<file path="config.mk">
export PLATFORM = sky130hd
export DESIGN_NAME = input_conditioner
export DESIGN_NICKNAME = d
export VERILOG_FILES = /design/src/rtl/bs_input_pkg.sv /design/src/rtl/sync_chain.sv /design/src/rtl/input_conditioner.sv
export SDC_FILE = /design/constraint.sdc
export NUM_CORES = 1
export LEC_CHECK = 0
export CAP_MARGIN = 20
export CORE_UTILIZATION = 57
export CTS_CLUSTER_DIAMETER = 80
export DETAILED_ROUTE_END_ITERATION = 16
export PLACE_DENSITY = 0.87
export SYNTH_ARGS = -nofsm -noshare
export SYNTH_HDL_FRONTEND = slang
export SYNTH_HIERARCHICAL = 1
export SYNTH_SLANG_ARGS = --single-unit
</file>
<file path="constraint.sdc">
create_clock -name i_clk -period 3.8 [get_ports i_clk]
set_clock_uncertainty 0.15 [all_clocks]
set_input_delay 0.76 -clock i_clk [delete_from_list [all_inputs] [get_ports i_clk]]
set_output_delay 0.76 -clock i_clk [all_outputs]
set_load 0.02 [all_outputs]
</file>
<file path="src/rtl/bs_input_pkg.sv">
// Shared types and default timing constants for the board input front end.
package bs_input_pkg;

  typedef enum logic [1:0] {
    IDLE,
    PRESS_WAIT,
    PRESSED,
    RELEASE_WAIT
  } btn_state_t;

  localparam int DEFAULT_SYNC_STAGES = 2;
  localparam int DEFAULT_DEB_CYCLES  = 16;

endpackage

</file>
<file path="src/rtl/sync_chain.sv">
// Multi-flop synchroniser bringing asynchronous board signals into the clock domain.
module sync_chain #(
  parameter int WIDTH  = 1,
  parameter int STAGES = 2
) (
  input  logic             clk,
  input  logic             rst_n,
  input  logic [WIDTH-1:0] d,
  output logic [WIDTH-1:0] q
);

  logic [WIDTH-1:0] chain [STAGES];

  always_ff @(posedge clk or negedge rst_n) begin
    if (!rst_n) begin
      for (int i = 0; i < STAGES; i++) begin
        chain[i] <= '0;
      end
    end else begin
      chain[0] <= d;
      for (int i = 1; i < STAGES; i++) begin
        chain[i] <= chain[i-1];
      end
    end
  end

  assign q = chain[STAGES-1];

endmodule

</file>
<file path="src/rtl/input_conditioner.sv">
// Synchronises and debounces the start button and slide switches feeding the
// bit-serial core, producing a single start pulse per press and a held switch word.
module input_conditioner
  import bs_input_pkg::*;
#(
  parameter int W           = 8,
  parameter int SYNC_STAGES = DEFAULT_SYNC_STAGES,
  parameter int DEB_CYCLES  = DEFAULT_DEB_CYCLES
) (
  input  logic         i_clk,
  input  logic         i_rst,
  input  logic         i_btn_start,
  input  logic [W-1:0] i_sw,
  input  logic         i_hold,
  output logic [W-1:0] o_data_switch,
  output logic         o_start,
  output logic         o_btn_level
);

  localparam int CW = $clog2(DEB_CYCLES);
  localparam logic [CW-1:0] CNT_MAX  = CW'(DEB_CYCLES - 1);
  localparam logic [CW-1:0] CNT_LAST = CW'(DEB_CYCLES - 2);

  logic [0:0]   btn_sync;
  logic [W-1:0] sw_sync;

  sync_chain #(
    .WIDTH  (1),
    .STAGES (SYNC_STAGES)
  ) u_btn_sync (
    .clk   (i_clk),
    .rst_n (i_rst),
    .d     (i_btn_start),
    .q     (btn_sync)
  );

  sync_chain #(
    .WIDTH  (W),
    .STAGES (SYNC_STAGES)
  ) u_sw_sync (
    .clk   (i_clk),
    .rst_n (i_rst),
    .d     (i_sw),
    .q     (sw_sync)
  );

  btn_state_t    state, state_next;
  logic [CW-1:0] bcnt, bcnt_next;
  logic          start_next;

  always_ff @(posedge i_clk or negedge i_rst) begin
    if (!i_rst) begin
      state   <= IDLE;
      bcnt    <= '0;
      o_start <= 1'b0;
    end else begin
      state   <= state_next;
      bcnt    <= bcnt_next;
      o_start <= start_next;
    end
  end

  // The wait states leave on the sample that completes DEB_CYCLES agreeing samples.
  always_comb begin
    state_next = state;
    bcnt_next  = bcnt;
    case (state)
      IDLE: begin
        if (btn_sync[0]) begin
          state_next = PRESS_WAIT;
          bcnt_next  = '0;
        end
      end
      PRESS_WAIT: begin
        if (!btn_sync[0]) begin
          state_next = IDLE;
          bcnt_next  = '0;
        end else begin
          bcnt_next = bcnt + CW'(1);
          if (bcnt == CNT_LAST) begin
            state_next = PRESSED;
          end
        end
      end
      PRESSED: begin
        if (!btn_sync[0]) begin
          state_next = RELEASE_WAIT;
          bcnt_next  = '0;
        end
      end
      RELEASE_WAIT: begin
        if (btn_sync[0]) begin
          state_next = PRESSED;
          bcnt_next  = '0;
        end else begin
          bcnt_next = bcnt + CW'(1);
          if (bcnt == CNT_LAST) begin
            state_next = IDLE;
          end
        end
      end
      default: begin
        state_next = IDLE;
        bcnt_next  = '0;
      end
    endcase
  end

  always_comb begin
    start_next  = (state == PRESS_WAIT) && btn_sync[0] && (bcnt == CNT_LAST);
    o_btn_level = (state == PRESSED) || (state == RELEASE_WAIT);
  end

  logic [W-1:0]  sw_cand;
  logic [CW-1:0] scnt;

  // Any bit change restarts the whole-word count; a settled word waits out i_hold.
  always_ff @(posedge i_clk or negedge i_rst) begin
    if (!i_rst) begin
      sw_cand       <= '0;
      scnt          <= '0;
      o_data_switch <= '0;
    end else begin
      if (sw_sync != sw_cand) begin
        sw_cand <= sw_sync;
        scnt    <= '0;
      end else if (scnt != CNT_MAX) begin
        scnt <= scnt + CW'(1);
      end
      if ((scnt == CNT_MAX) && !i_hold) begin
        o_data_switch <= sw_cand;
      end
    end
  end

endmodule

</file>
=== Word-level counts from Yosys, hierarchy flattened ===
Index checks and enable logic that the tools add are counted.

* Bits in registers: 45
* Logic and storage cells: 46

* Multiplexer cells: 14
* Eq/ne operators: 11
* Reductions and logical operators: 9
* Add/sub/neg operators: 2

{| class="wikitable"
|+ Operator list
! cell !! number
|-
| two-way mux 4 bit || 6
|-
| case mux 4 bit (4 select lines) || 1
|-
| two-way mux 2 bit || 6
|-
| adder 4 x 1 -> 4 bit (second input constant) || 2
|-
| == test 4 bit (second input constant) || 2
|-
| != test 8 bit || 1
|-
| case mux 2 bit (4 select lines) || 1
|-
| == test 2 bit (second input constant) || 2
|-
| != test 4 bit (second input constant) || 1
|-
| AND reduction 4 bit || 1
|-
| logical AND 1 bit || 3
|-
| != test 3 x 2 -> 1 bit (second input constant) || 1
|-
| != test 3 bit (second input constant) || 1
|-
| == test 2 x 1 -> 1 bit (second input constant) || 1
|-
| logical NOT 2 bit || 1
|-
| != test 2 x 1 -> 1 bit (second input constant) || 1
|-
| != test 2 bit (second input constant) || 1
|-
| AND reduction 2 bit || 1
|-
| nonzero test 2 bit || 1
|-
| logical NOT 1 bit || 1
|-
| logical OR 1 bit || 1
|}

=== Depth between registers and ports, before layout ===
* Depth after elaboration: 4
* Mapped depth: 5
* Depth with buffers taken out: 4

=== By module ===
Netlist, hierarchy kept.

{| class="wikitable"
|+ By module, submodules not included
! module !! area an instance (µm²) !! cells each !! instances !! sequential area each (µm²)
|-
| input_conditioner || 1183.6 || 94 || 1 || 675.6
|-
| sync_chain (u_sw_sync) || 460.4 || 24 || 1 || 400.4
|-
| sync_chain (u_btn_sync) || 50.0 || 2 || 1 || 50.0
|}

=== Least setup slack after synthesis ===
No wires, ideal clock.

* Path type: input -> register
* Start: in i_hold
* End: reg o_data_switch[0]
* Data arrival time: 1409 ps
* Cell stages on the path: 3
* Slack: 2116 ps
* Buffers on the path: 1
* Path through: or2_1 buf_6 mux2_4

* Cells in the longest elaborated chain, start to end: 2

{| class="wikitable"
|+ RTL lines
! what !! line !! RTL
|-
| from (decl) || input_conditioner.sv:14 || <nowiki>input logic i_hold,</nowiki>
|-
| logical NOT 1 bit || input_conditioner.sv:130 || <nowiki>if ((scnt == CNT_MAX) && !i_hold) begin</nowiki>
|-
| logical AND 1 bit || input_conditioner.sv:130 ||
|-
| to (signal assigned) || input_conditioner.sv:131 || <nowiki>o_data_switch <= sw_cand;</nowiki>
|-
| to (decl) || input_conditioner.sv:15 || <nowiki>output logic [W-1:0] o_data_switch,</nowiki>
|}

Every way passes these cells.
A chain may end at the register's enable or synchronous reset.

==> reports/results.tsv <==
metric	value	unit
total CTS buffers	5	
Detailed Place HPWL	1654	um
leakage	0.8644	nW
clk_lat worst skew	0.36	ns
status	completed	
Cells after Synth	120	
Post-route DRC	0	
Worst Hold Class	flip-flop to flip-flop	
H-tree depth	2	
R2R Path Start	scnt[0]	
cell with the most instances after synthesis	dfrtp_1	
Mapped Avg Cell Area	14.12	um2
hold path depth	0	
Port Buf Inserts	21	
Place WS	1.528	ns
Critical Path Max Stage Delay	0.63	ns
Placement Cell Area	0.001828	mm2
clock slew at reported path FFs	0.13	ns
Setup TNS	0	ns
GRT overflow	0	
First-pass DRT Iterations	4	
count of final setup violators	0	
Final WS setup	1.464	ns
ranking of synthesized cells by area	dfrtp_1 66%, mux2_4 7.1%, xnor2_1 5.2%	
total number of yosys warnings	6	
post-synth cell types	25	
Core Region	0.002781	mm2
CTS-repair resized insts	0	
slowest CP cell	clkdlybuf4s50_1	
Final min period	2.336	ns
Initial DRC Count	18	
post-route cell area	0.001892	mm2
Layout Nets	144	
Main synth FF type	dfrtp_1	
Slew @ Worst Pin	0.9091	ns
ys async rst share	100.0	%
Worst setup SP type	flip-flop	
top-area cell type share of the netlist area	66.47	%
vias	845	
first-pass GRT wire length	3995	um
EDFF count, synth	0	
Setup Fix Bufs, Post-CTS	0	
RSZ-0062 raised after global routing	no	
CP Capture Type	output port	
Area Overhead vs Synth	11.67	%
Antenna Violating Nets Remaining	0	
Antenna diodes	0	
path length in cells of the critical path	1	
number of buffers and inverters on the critical path	1	
Synth area leader	dfrtp_1	
fin util	68.02	%
die area	0.003194	mm2
Longest Clk Path Bufs	2	
Final Wtd Congestion	0.7635	
VDD IR max	0.0003813	V
Tot GR Track Use	17.44	%
Max Cap Violations	0	
overall power	0.0007789	W
drt via density	5.248	
number of I/O pins	22	
Synth top cells by count	45 x dfrtp_1, 10 x xnor2_1, 9 x clkbuf_1	
root buffer cell	clkbuf_4	
hold_sp	u_sw_sync/chain[9]	
achievable frequency	428.2	MHz
Starting Density	60.91	%
Power Density	411.7	mW/mm2
hold endpoint	u_sw_sync/q[1]	
layout cell share with drive strength beyond 1	14.62	%
CTS Hold Bufs	0	
CTS Sinks	45	
number of global-route vias before repair	903	
largest net degree at the start of global routing	46	
# rows	19	
total routed wirelength	2326	um
crit path DAT	1.43	ns
Crit path max-delay family	buffers and inverters	
period utilization	61.46	%
worst-path maximum fanout	5	
wire per inst	14.45	um
Die Y	56.52	um
initial antenna violation count	0	
Slew Limit Fails	0	
final hold vios	0	
Worst Setup Path Type	flip-flop to output port	
reg2reg end	o_data_switch[2]	
Reg2Reg Depth	4	
TritonCTS clock tree	done	
synthesized flop and latch total	45	
Mapped Area	0.001694	mm2
worst path cell trace	clkdlybuf4s50_1	
Die W	56.52	um
R2R Setup Slk	1.96	ns
Post-Syn Nets	135	
CP required	2.89	ns
sequential area share after synthesis	66.47	%
Slew HR	39.39	%
[per-layer routing]
layer	track usage (%)	up-vias	routed length, um
li1	-	402	-
met1	20.03	419	972
met2	28.40	20	1224
met3	7.143	4	99
met4	8.014	0	29
met5	0	-	0
[metrics by stage]
stage	std cells	hold WS, ns
floorplan	120	0.1812
global placement	153	0.1816
detailed placement	153	0.1847
CTS	161	0.2116
global route	161	0.2247
finish	161	0.2114
[power by group]
group | internal (W) | switching [W] | leakage, nW | total [W]
logic | 0.0000193 | 0.0000172 | 0.264 | 0.0000365
registers | 0.000495 | 0.0000113 | 0.565 | 0.000506
clock network | 0.0000769 | 0.000159 | 0.0358 | 0.000236
[placed cells by master, fill, tap and decap left out]
cell type | synthesis | final
ha_1 | 3 | 3
mux2i_1 | 1 | 1
nand3b_1 | 1 | 1
nand2b_1 | 1 | 1
mux2_4 | 8 | 8
clkbuf_4 | 0 | 5
xnor2_1 | 10 | 10
nand2_1 | 6 | 6
or2_1 | 1 | 1
dfrtp_1 | 45 | 45
nand3_2 | 1 | 1
buf_2 | 1 | 1
nand4_1 | 3 | 3
clkdlybuf4s50_1 | 0 | 20
mux2_2 | 1 | 1
xor2_1 | 3 | 3
o22ai_1 | 3 | 3
clkinv_4 | 0 | 2
nand3_1 | 3 | 3
nor3_1 | 4 | 4
inv_1 | 2 | 2
and2_1 | 1 | 1
inv_6 | 0 | 1
o21ai_0 | 2 | 2
nor3b_1 | 1 | 1
a2111oi_0 | 1 | 1
[worst max path at each step]
stage                    from          endpoint  slack [ns]
floorplan              i_hold  o_data_switch[0]        2.12
global placement       i_hold  o_data_switch[7]        1.58
detailed placement     i_hold  o_data_switch[2]        1.53
CTS                 flip-flop       o_btn_level        1.44
global route        flip-flop       o_btn_level        1.39
finish              flip-flop       o_btn_level        1.46
[layout make-up]
| type | instances | area (um2) |
|---|---|---|
| inverters | 2 | 7.507 |
| multi-input cells | 54 | 450.4 |
| repair buffers | 21 | 205.2 |
| fillers | 195 | 889.6 |
| clock buffers | 5 | 37.54 |
| clock inverters | 3 | 26.28 |
| well taps | 31 | 38.79 |
| flip-flops and latches | 45 | 1126 |
[cell families (layout without fill, tap and decap cells)]
group	after synthesis	count (layout)	synth area share [%]
XOR/XNOR	13	13	6.721
AO/OA/AOI/OAI	6	6	2.216
AND/OR/NAND/NOR	22	22	7.091
flip-flops	45	45	66.47
multiplexers	10	10	8.346
buffers and inverters	21	31	6.942
adder cells (fa/ha/maj)	3	3	2.216
[flip-flops by register name, indices dropped and copies added (netlist names), named ones only]
signal	flops
state	1
bcnt	4
u_btn_sync/chain	1
o_start	1
u_sw_sync/chain	8
u_btn_sync/q	1
o_data_switch	8
scnt	4
sw_cand	8
u_sw_sync/q	8
No activity file was read; power rests on OpenSTA's default activity.
